File: config.mk
export PLATFORM = sky130hd
export DESIGN_NAME = ram_stream_reader
export DESIGN_NICKNAME = d
export VERILOG_FILES = /design/src/rtl/ram_stream_reader.sv
export SDC_FILE = /design/constraint.sdc
export NUM_CORES = 1
export LEC_CHECK = 0
export CAP_MARGIN = 20
export CELL_PAD_IN_SITES_DETAIL_PLACEMENT = 2
export CELL_PAD_IN_SITES_GLOBAL_PLACEMENT = 2
export CORE_MARGIN = 2
export CORE_UTILIZATION = 29
export DETAILED_ROUTE_END_ITERATION = 10
export PLACE_DENSITY_LB_ADDON = 0.1
export SLEW_MARGIN = 10
export SYNTH_ARGS = -nofsm -noshare
export SYNTH_HDL_FRONTEND = slang
export SYNTH_SLANG_ARGS = --single-unit
export TNS_END_PERCENT = 100
File: constraint.sdc
create_clock -name CLK -period 6.3 [get_ports CLK]
set_input_delay 1.26 -clock CLK [delete_from_list [all_inputs] [get_ports CLK]]
set_output_delay 1.26 -clock CLK [all_outputs]
set_load 0.005 [all_outputs]
File: src/rtl/ram_stream_reader.sv
// Streams a burst of words from a synchronous-read RAM into a 3-entry output buffer
// with valid/ready handshake; reads are credit-limited so the buffer can never overflow.
module ram_stream_reader #(
    parameter int ADDR_LEN = 6,
    parameter int DATA_LEN = 8
) (
    input  logic                  CLK,
    input  logic                  RST,
    input  logic                  start,
    input  logic [ADDR_LEN+1:0]   base_addr,
    input  logic [ADDR_LEN+2:0]   length,
    output logic [ADDR_LEN+1:0]   rd_addr,
    input  logic [DATA_LEN-1:0]   ram_q,
    output logic [DATA_LEN-1:0]   out_data,
    output logic                  out_valid,
    input  logic                  out_ready,
    output logic                  busy,
    output logic                  done
);

    localparam int AW = ADDR_LEN + 2;
    localparam int LW = ADDR_LEN + 3;

    typedef enum logic [1:0] {IDLE, FETCH, DRAIN, DONE} state_t;

    state_t                r_state;
    state_t                w_state_next;
    logic [AW-1:0]         r_rd_addr;
    logic [LW-1:0]         r_issue_left;
    logic [LW-1:0]         r_xfer_left;
    logic                  r_v1;
    logic                  r_v2;
    logic [1:0]            r_count;
    logic [DATA_LEN-1:0]   r_buf [3];
    logic [DATA_LEN-1:0]   w_buf_next [3];

    logic                  w_xfer;
    logic                  w_issue;
    logic [2:0]            w_committed;
    logic [1:0]            w_wr_idx;
    logic [1:0]            w_count_next;

    // Buffered plus in-flight words after this edge's transfer; a new read may take one more slot.
    assign w_xfer       = (r_count != 2'd0) && out_ready;
    assign w_committed  = 3'(r_count) + 3'(r_v1) + 3'(r_v2) - 3'(w_xfer);
    assign w_wr_idx     = r_count - 2'(w_xfer);
    assign w_count_next = r_count + 2'(r_v2) - 2'(w_xfer);

    // NOTE: every signal assigned in always_comb gets a default first so no latch is inferred.
    always_comb begin
        w_issue      = 1'b0;
        w_state_next = r_state;
        case (r_state)
            IDLE: begin
                if (start) begin
                    if (length != '0) begin
                        w_issue      = 1'b1;
                        w_state_next = FETCH;
                    end else begin
                        w_state_next = DONE;
                    end
                end
            end
            FETCH: begin
                w_issue = (r_issue_left != '0) && (w_committed < 3'd3);
                if ((r_issue_left - LW'(w_issue)) == '0)
                    w_state_next = DRAIN;
            end
            DRAIN: begin
                if (w_xfer && (r_xfer_left == LW'(1)))
                    w_state_next = DONE;
            end
            DONE:    w_state_next = IDLE;
            default: w_state_next = IDLE;
        endcase
    end

    always_comb begin
        w_buf_next = r_buf;
        if (w_xfer) begin
            w_buf_next[0] = r_buf[1];
            w_buf_next[1] = r_buf[2];
        end
        if (r_v2)
            w_buf_next[w_wr_idx] = ram_q;
    end

    always_ff @(posedge CLK) begin
        if (RST) begin
            r_state      <= IDLE;
            r_rd_addr    <= '0;
            r_issue_left <= '0;
            r_xfer_left  <= '0;
            r_v1         <= 1'b0;
            r_v2         <= 1'b0;
            r_count      <= 2'd0;
            // NOTE: the buffer is only three registers and its head drives out_data, so it is reset too.
            for (int i = 0; i < 3; i++)
                r_buf[i] <= '0;
        end else begin
            r_state <= w_state_next;
            r_v1    <= w_issue;
            r_v2    <= r_v1;
            r_count <= w_count_next;
            r_buf   <= w_buf_next;
            if (w_issue)
                r_rd_addr <= (r_state == IDLE) ? base_addr : r_rd_addr + AW'(1);
            if (r_state == IDLE) begin
                if (start && (length != '0)) begin
                    r_issue_left <= length - LW'(1);
                    r_xfer_left  <= length;
                end
            end else begin
                if (w_issue)
                    r_issue_left <= r_issue_left - LW'(1);
                if (w_xfer)
                    r_xfer_left <= r_xfer_left - LW'(1);
            end
        end
    end

    assign rd_addr   = r_rd_addr;
    assign out_data  = r_buf[0];
    assign out_valid = (r_count != 2'd0);
    assign busy      = (r_state == FETCH) || (r_state == DRAIN);
    assign done      = (r_state == DONE);

endmodule

After elaboration in Yosys (flattened, before gate mapping) --
Cells that the tools add are included.
Storage, ports and cells: input bits 29, output and inout port bits 19, register bits after elaboration 56, logic and storage cells 69
Operators by class: equal/unequal tests 8, muxes and demuxes 20, order comparisons 3, $add $sub $neg 11, reduce and logical (&&, ||, !) cells 16, bitwise operators 1
Operators with widths (number):
- $mux 9 | 6
- $sub 9x1->9 const B | 3
- $bwmux 24 | 1
- $mux 24 | 1
- $reduce_bool 9->1 | 2
- $demux 8 s2 | 1
- $mux 16 | 1
- $mux 8 | 2
- $eq 9x1->1 const B | 1
- $logic_not 9->1 | 1
- $sub 9x1->9 | 1
- $add 8x1->8 const B | 1
- $mux 2 | 4
- $pmux 2 s4 | 1
- $ne 2x2->1 const B | 3
- $reduce_bool 2->1 | 3
- $logic_and 1x1->1 | 5
- $eq 2x2->1 const B | 2
- $reduce_and 2->1 | 2
- $sub 2x1->2 | 2
- $add 2x1->3 | 1
- $add 3x1->3 | 1
- $ge 3x3->1 const B | 1
- $lt 3x1->1 const B | 1
- other kinds (11) | 12

Longest topological paths before layout --
depth in word-level cells 10, depth in mapped cells 16, mapped depth without buffers 15

Worst setup path before layout --
No wires, ideal clock.
path kind input to register, from in out_ready, to reg r_issue_left[1], library setup time 0.070 ns, setup slack 1.840 ns, buffers on the path 1, arrival time 4.390 ns, required time 6.230 ns, stages 12, path through o21ai_1 clkinv_1 clkbuf_1 ha_1 fa_1 inv_1 fa_1 nor2b_1 nor4_1 a21oi_4 or2_2 a21oi_1
On the way: cells in the longest elaborated chain, start to end 7
RTL lines:
- start: declaration | RTL line 16 | input logic out_ready,
- $logic_and 1x1->1 | RTL line 44 | assign w_xfer = (r_count != 2'd0) && out_ready;
- $sub 3x1->3 | RTL line 45 | assign w_committed = 3'(r_count) + 3'(r_v1) + 3'(r_v2) - 3'(w_xfer);
- $lt 3x2->1 | RTL line 65 | w_issue = (r_issue_left != '0) && (w_committed < 3'd3);
- $logic_and 1x1->1 | RTL line 65
- $pmux 1 s2 | RTL line 53 | case (r_state)
- $reduce_bool 2->1 (no line)
- $reduce_and 2->1 (no line)
- end signal: assignment | RTL line 110 | r_issue_left <= length - LW'(1);
- end signal: assignment | RTL line 115 | r_issue_left <= r_issue_left - LW'(1);
- end: declaration | RTL line 29 | logic [LW-1:0] r_issue_left;
Every way passes these cells. A chain may end at the register's enable or synchronous reset.

Worst setup path after layout --
from in out_ready, to reg r_state[0]
On the way: cells in the longest elaborated chain, start to end 8, elaborated cells on any way between the ends 10, those cells by class add/sub (2); order compare (1); eq/ne (2); reduce/logical (5)
RTL lines:
- $logic_and 1x1->1 * | RTL line 44
- $sub 3x1->3 | RTL line 45
- $lt 3x2->1 | RTL line 65
- $logic_and 1x1->1 | RTL line 65
- $sub 9x1->9 | RTL line 66 | if ((r_issue_left - LW'(w_issue)) == '0)
- $logic_not 9->1 | RTL line 66
- $ne 2x2->1 (no line)
- $reduce_and 3->1 (no line) *
- end signal: assignment | RTL line 101 | r_state <= w_state_next;
- end: declaration | RTL line 26 | state_t r_state;
Every way passes the cells marked *; elsewhere a longest branch is shown, timed or not.

==> out/summary.txt <==
Status - completed
Rows - 38
Die Width - 110 um
Antenna-violating nets left - 0
Type of origin of the critical path - input port
Worst min path class - register to register
Post-synth EDFFs - 0
Routed WL per cell - 16.8 um
Cell taking the most area after synthesis - dfxtp_1
Final hold vios - 0
Clock Skews - 0.00762 ns
FF+latch count, synth - 56
Dominant synthesized flop cell - dfxtp_1
Layout cells sized above 1 - 0.0634
DIE HEIGHT - 110 um
Hold_buf cts - 0
Highest Clock Rate - 223 MHz
FFs w/ async S/R, synth - 0
Post-Synthesis Cells - 395
Buffers on Ports - 47
GP Congestion - 0.749
Latest clock arrival within the worst-skew pair - 0.31 ns
Avg Inst Size Synth - 8.27 sq um
DR WL met3 - 298 um
Syn_nets - 438
Final min period - 4.49 ns
# clock sinks - 56
Initial antenna violation count - 0
Post-DP HPWL - 6.78 mm
MaxCap Viol Count - 0
Unrepaired setup endpoints after global routing - false
Fillcell total - 1272
CTS max path bufs - 2
Crit path required time - 6.56 ns
GRT overflow - 0
Post-cts resize count - 0
Clock root cell - clkbuf_16
CTS tree - yes
Slew Viols, Final - 0
Via-to-Cell Ratio - 5.19
Placement Cell Area - 3780 sq um
H-tree levels - 2
Slew @ Worst Pin - 0.944 ns
Worst VDD drop - 163 uV
Slew margin rel. - 0.367
Pin count of the biggest net entering global routing - 61
Residual DRC - 0
Leak pwr - 1.45 nW
PwrDens - 490 nW/um^2
Netlist Area Pre-Place - 3270 sq um
Final instance area - 3940 sq um
Final setup violation count - 0
Antenna cell count - 0
Wl on met1 - 4.50 mm
Period utilization - 0.713
Synth area leaders - dfxtp_1 (34%), mux2i_1 (8.9%), nor2_1 (6.2%)
Routed wl met2 - 4.63 mm
NumNets Final - 468
Area of the multi-input gates - 1930 sq um
Wire length of the first global-routing pass - 16.2 mm
Io pins - 48
Drt pass-1 iters - 4
Top cells by count, synth - dfxtp_1 (56), nor2_1 (54), nand2_1 (51)
CP Capture Type - register
Vias in the first global route - 3144
Max layer used - met4
TritonCTS Buffers - 5
Core footprint - 10900 sq um
Drt total wl - 9.52 mm
Critical Path Fanout Max - 19
Seq/Total Area, Yosys - 0.343
Count leader, synth - dfxtp_1
Register Area - 1120 sq um
Die ar. - 12100 sq um
Reg clk slew, reported paths - 0.08 ns
Crit path DAT - 4.75 ns
1st-iter DRT viols - 80
Area grow syn2layout - 20.5%
Final TNS setup - 0 ns
Warnings from Yosys - 0
Starting Density - 0.299
Crit Path Class - input port to register
GRT Total Usage - 0.172
Post-CTS Setup Inserts - 0
Top cell type's share of synthesized area - 0.343
Vias - 2940
Distinct cells, synth - 58
## stage by stage
step           setup WS (ns)  hold slack, ns  utilization  power (mW)  instances
2_1_floorplan           1.84           0.441            -        1.33        395
3_3_place_gp            1.68           0.454        0.346        1.61        558
3_5_place_dp            1.43           0.461        0.346        1.64        558
4_1_cts                 1.77           0.472        0.360        1.96        566
5_1_grt                 1.50           0.498        0.360        2.13        566
6_report                1.81           0.470        0.360        1.93        566
## routing by layer
layer  vias up  track usage
li1       1446            -
met1      1451        0.220
met2        37        0.292
met3         6       0.0423
met4         0       0.0402
met5         -            0
## cell usage in the layout (no fill, tap or decap), types with 3 or more instances in the layout
| cell type | Yosys | final |
|---|---|---|
| nand2b_1 | 4 | 4 |
| nor2b_1 | 4 | 4 |
| dfxtp_1 | 56 | 56 |
| a22oi_1 | 3 | 3 |
| nor3b_1 | 4 | 4 |
| buf_4 | 8 | 4 |
| nor4_1 | 3 | 3 |
| clkbuf_16 | 0 | 5 |
| xnor2_1 | 10 | 10 |
| o31ai_1 | 3 | 3 |
| nand2_1 | 51 | 51 |
| xor2_1 | 6 | 6 |
| or2_2 | 4 | 4 |
| inv_1 | 14 | 14 |
| o21ai_0 | 17 | 17 |
| nand3_1 | 8 | 8 |
| and2_1 | 3 | 3 |
| a21oi_1 | 17 | 17 |
| ha_1 | 12 | 11 |
| mux2i_1 | 29 | 29 |
| a311oi_1 | 17 | 17 |
| nor2_1 | 54 | 54 |
| clkdlybuf4s50_1 | 0 | 46 |
| nor3_1 | 7 | 7 |
| or4_1 | 4 | 4 |
## logic make-up (layout without fill, tap and decap cells)
family | after synthesis | after routing | synth area share
AOI/OAI and AO/OA | 78 | 78 | 0.174
xor gates and xnor gates | 16 | 16 | 0.0429
adders and majority gates | 14 | 14 | 0.0582
buffers and inverters | 43 | 74 | 0.0651
DFF | 56 | 56 | 0.343
muxes | 29 | 29 | 0.0889
and+or+nand+nor | 159 | 159 | 0.228
## critical path, cell delays in order
cell,delay (ns)
clkdlybuf4s50_1,0.39
o21ai_1,0.09
buf_4,0.27
clkinv_1,0.15
ha_1,0.31
fa_1,0.36
inv_1,0.08
fa_1,0.40
nor2b_1,0.15
nor2_1,0.17
and2_1,0.15
ha_1,0.16
xnor2_1,0.06
a41oi_1,0.33
nor3_1,0.09
nor3_1,0.19
o21a_1,0.14
## final cells by class
type | instances | area share
clock inverters | 3 | 0.00731
clock buffers | 5 | 0.0318
well taps | 140 | 0.0445
inverters | 15 | 0.0143
repair buffers | 51 | 0.126
multi-input cells | 296 | 0.491
flip-flops and latches | 56 | 0.285
## where the power goes
group,total (mW),switching [mW],internal [mW]
Clock,0.306,0.152,0.154
Combinational,1.06,0.589,0.475
Sequential,0.560,0.108,0.451
## worst paths after layout
kind	endpoint	slack [ns]	from	depth (start not counted)
worst min register to register	r_xfer_left[1]	0.47	r_xfer_left[1]	2
worst max-delay path	r_state[0]	1.81	out_ready	17
worst min-delay path	r_xfer_left[1]	0.47	r_xfer_left[1]	2
worst max register to register	r_state[0]	2.70	r_count[1]	16
No activity file was read; power rests on OpenSTA's default activity.
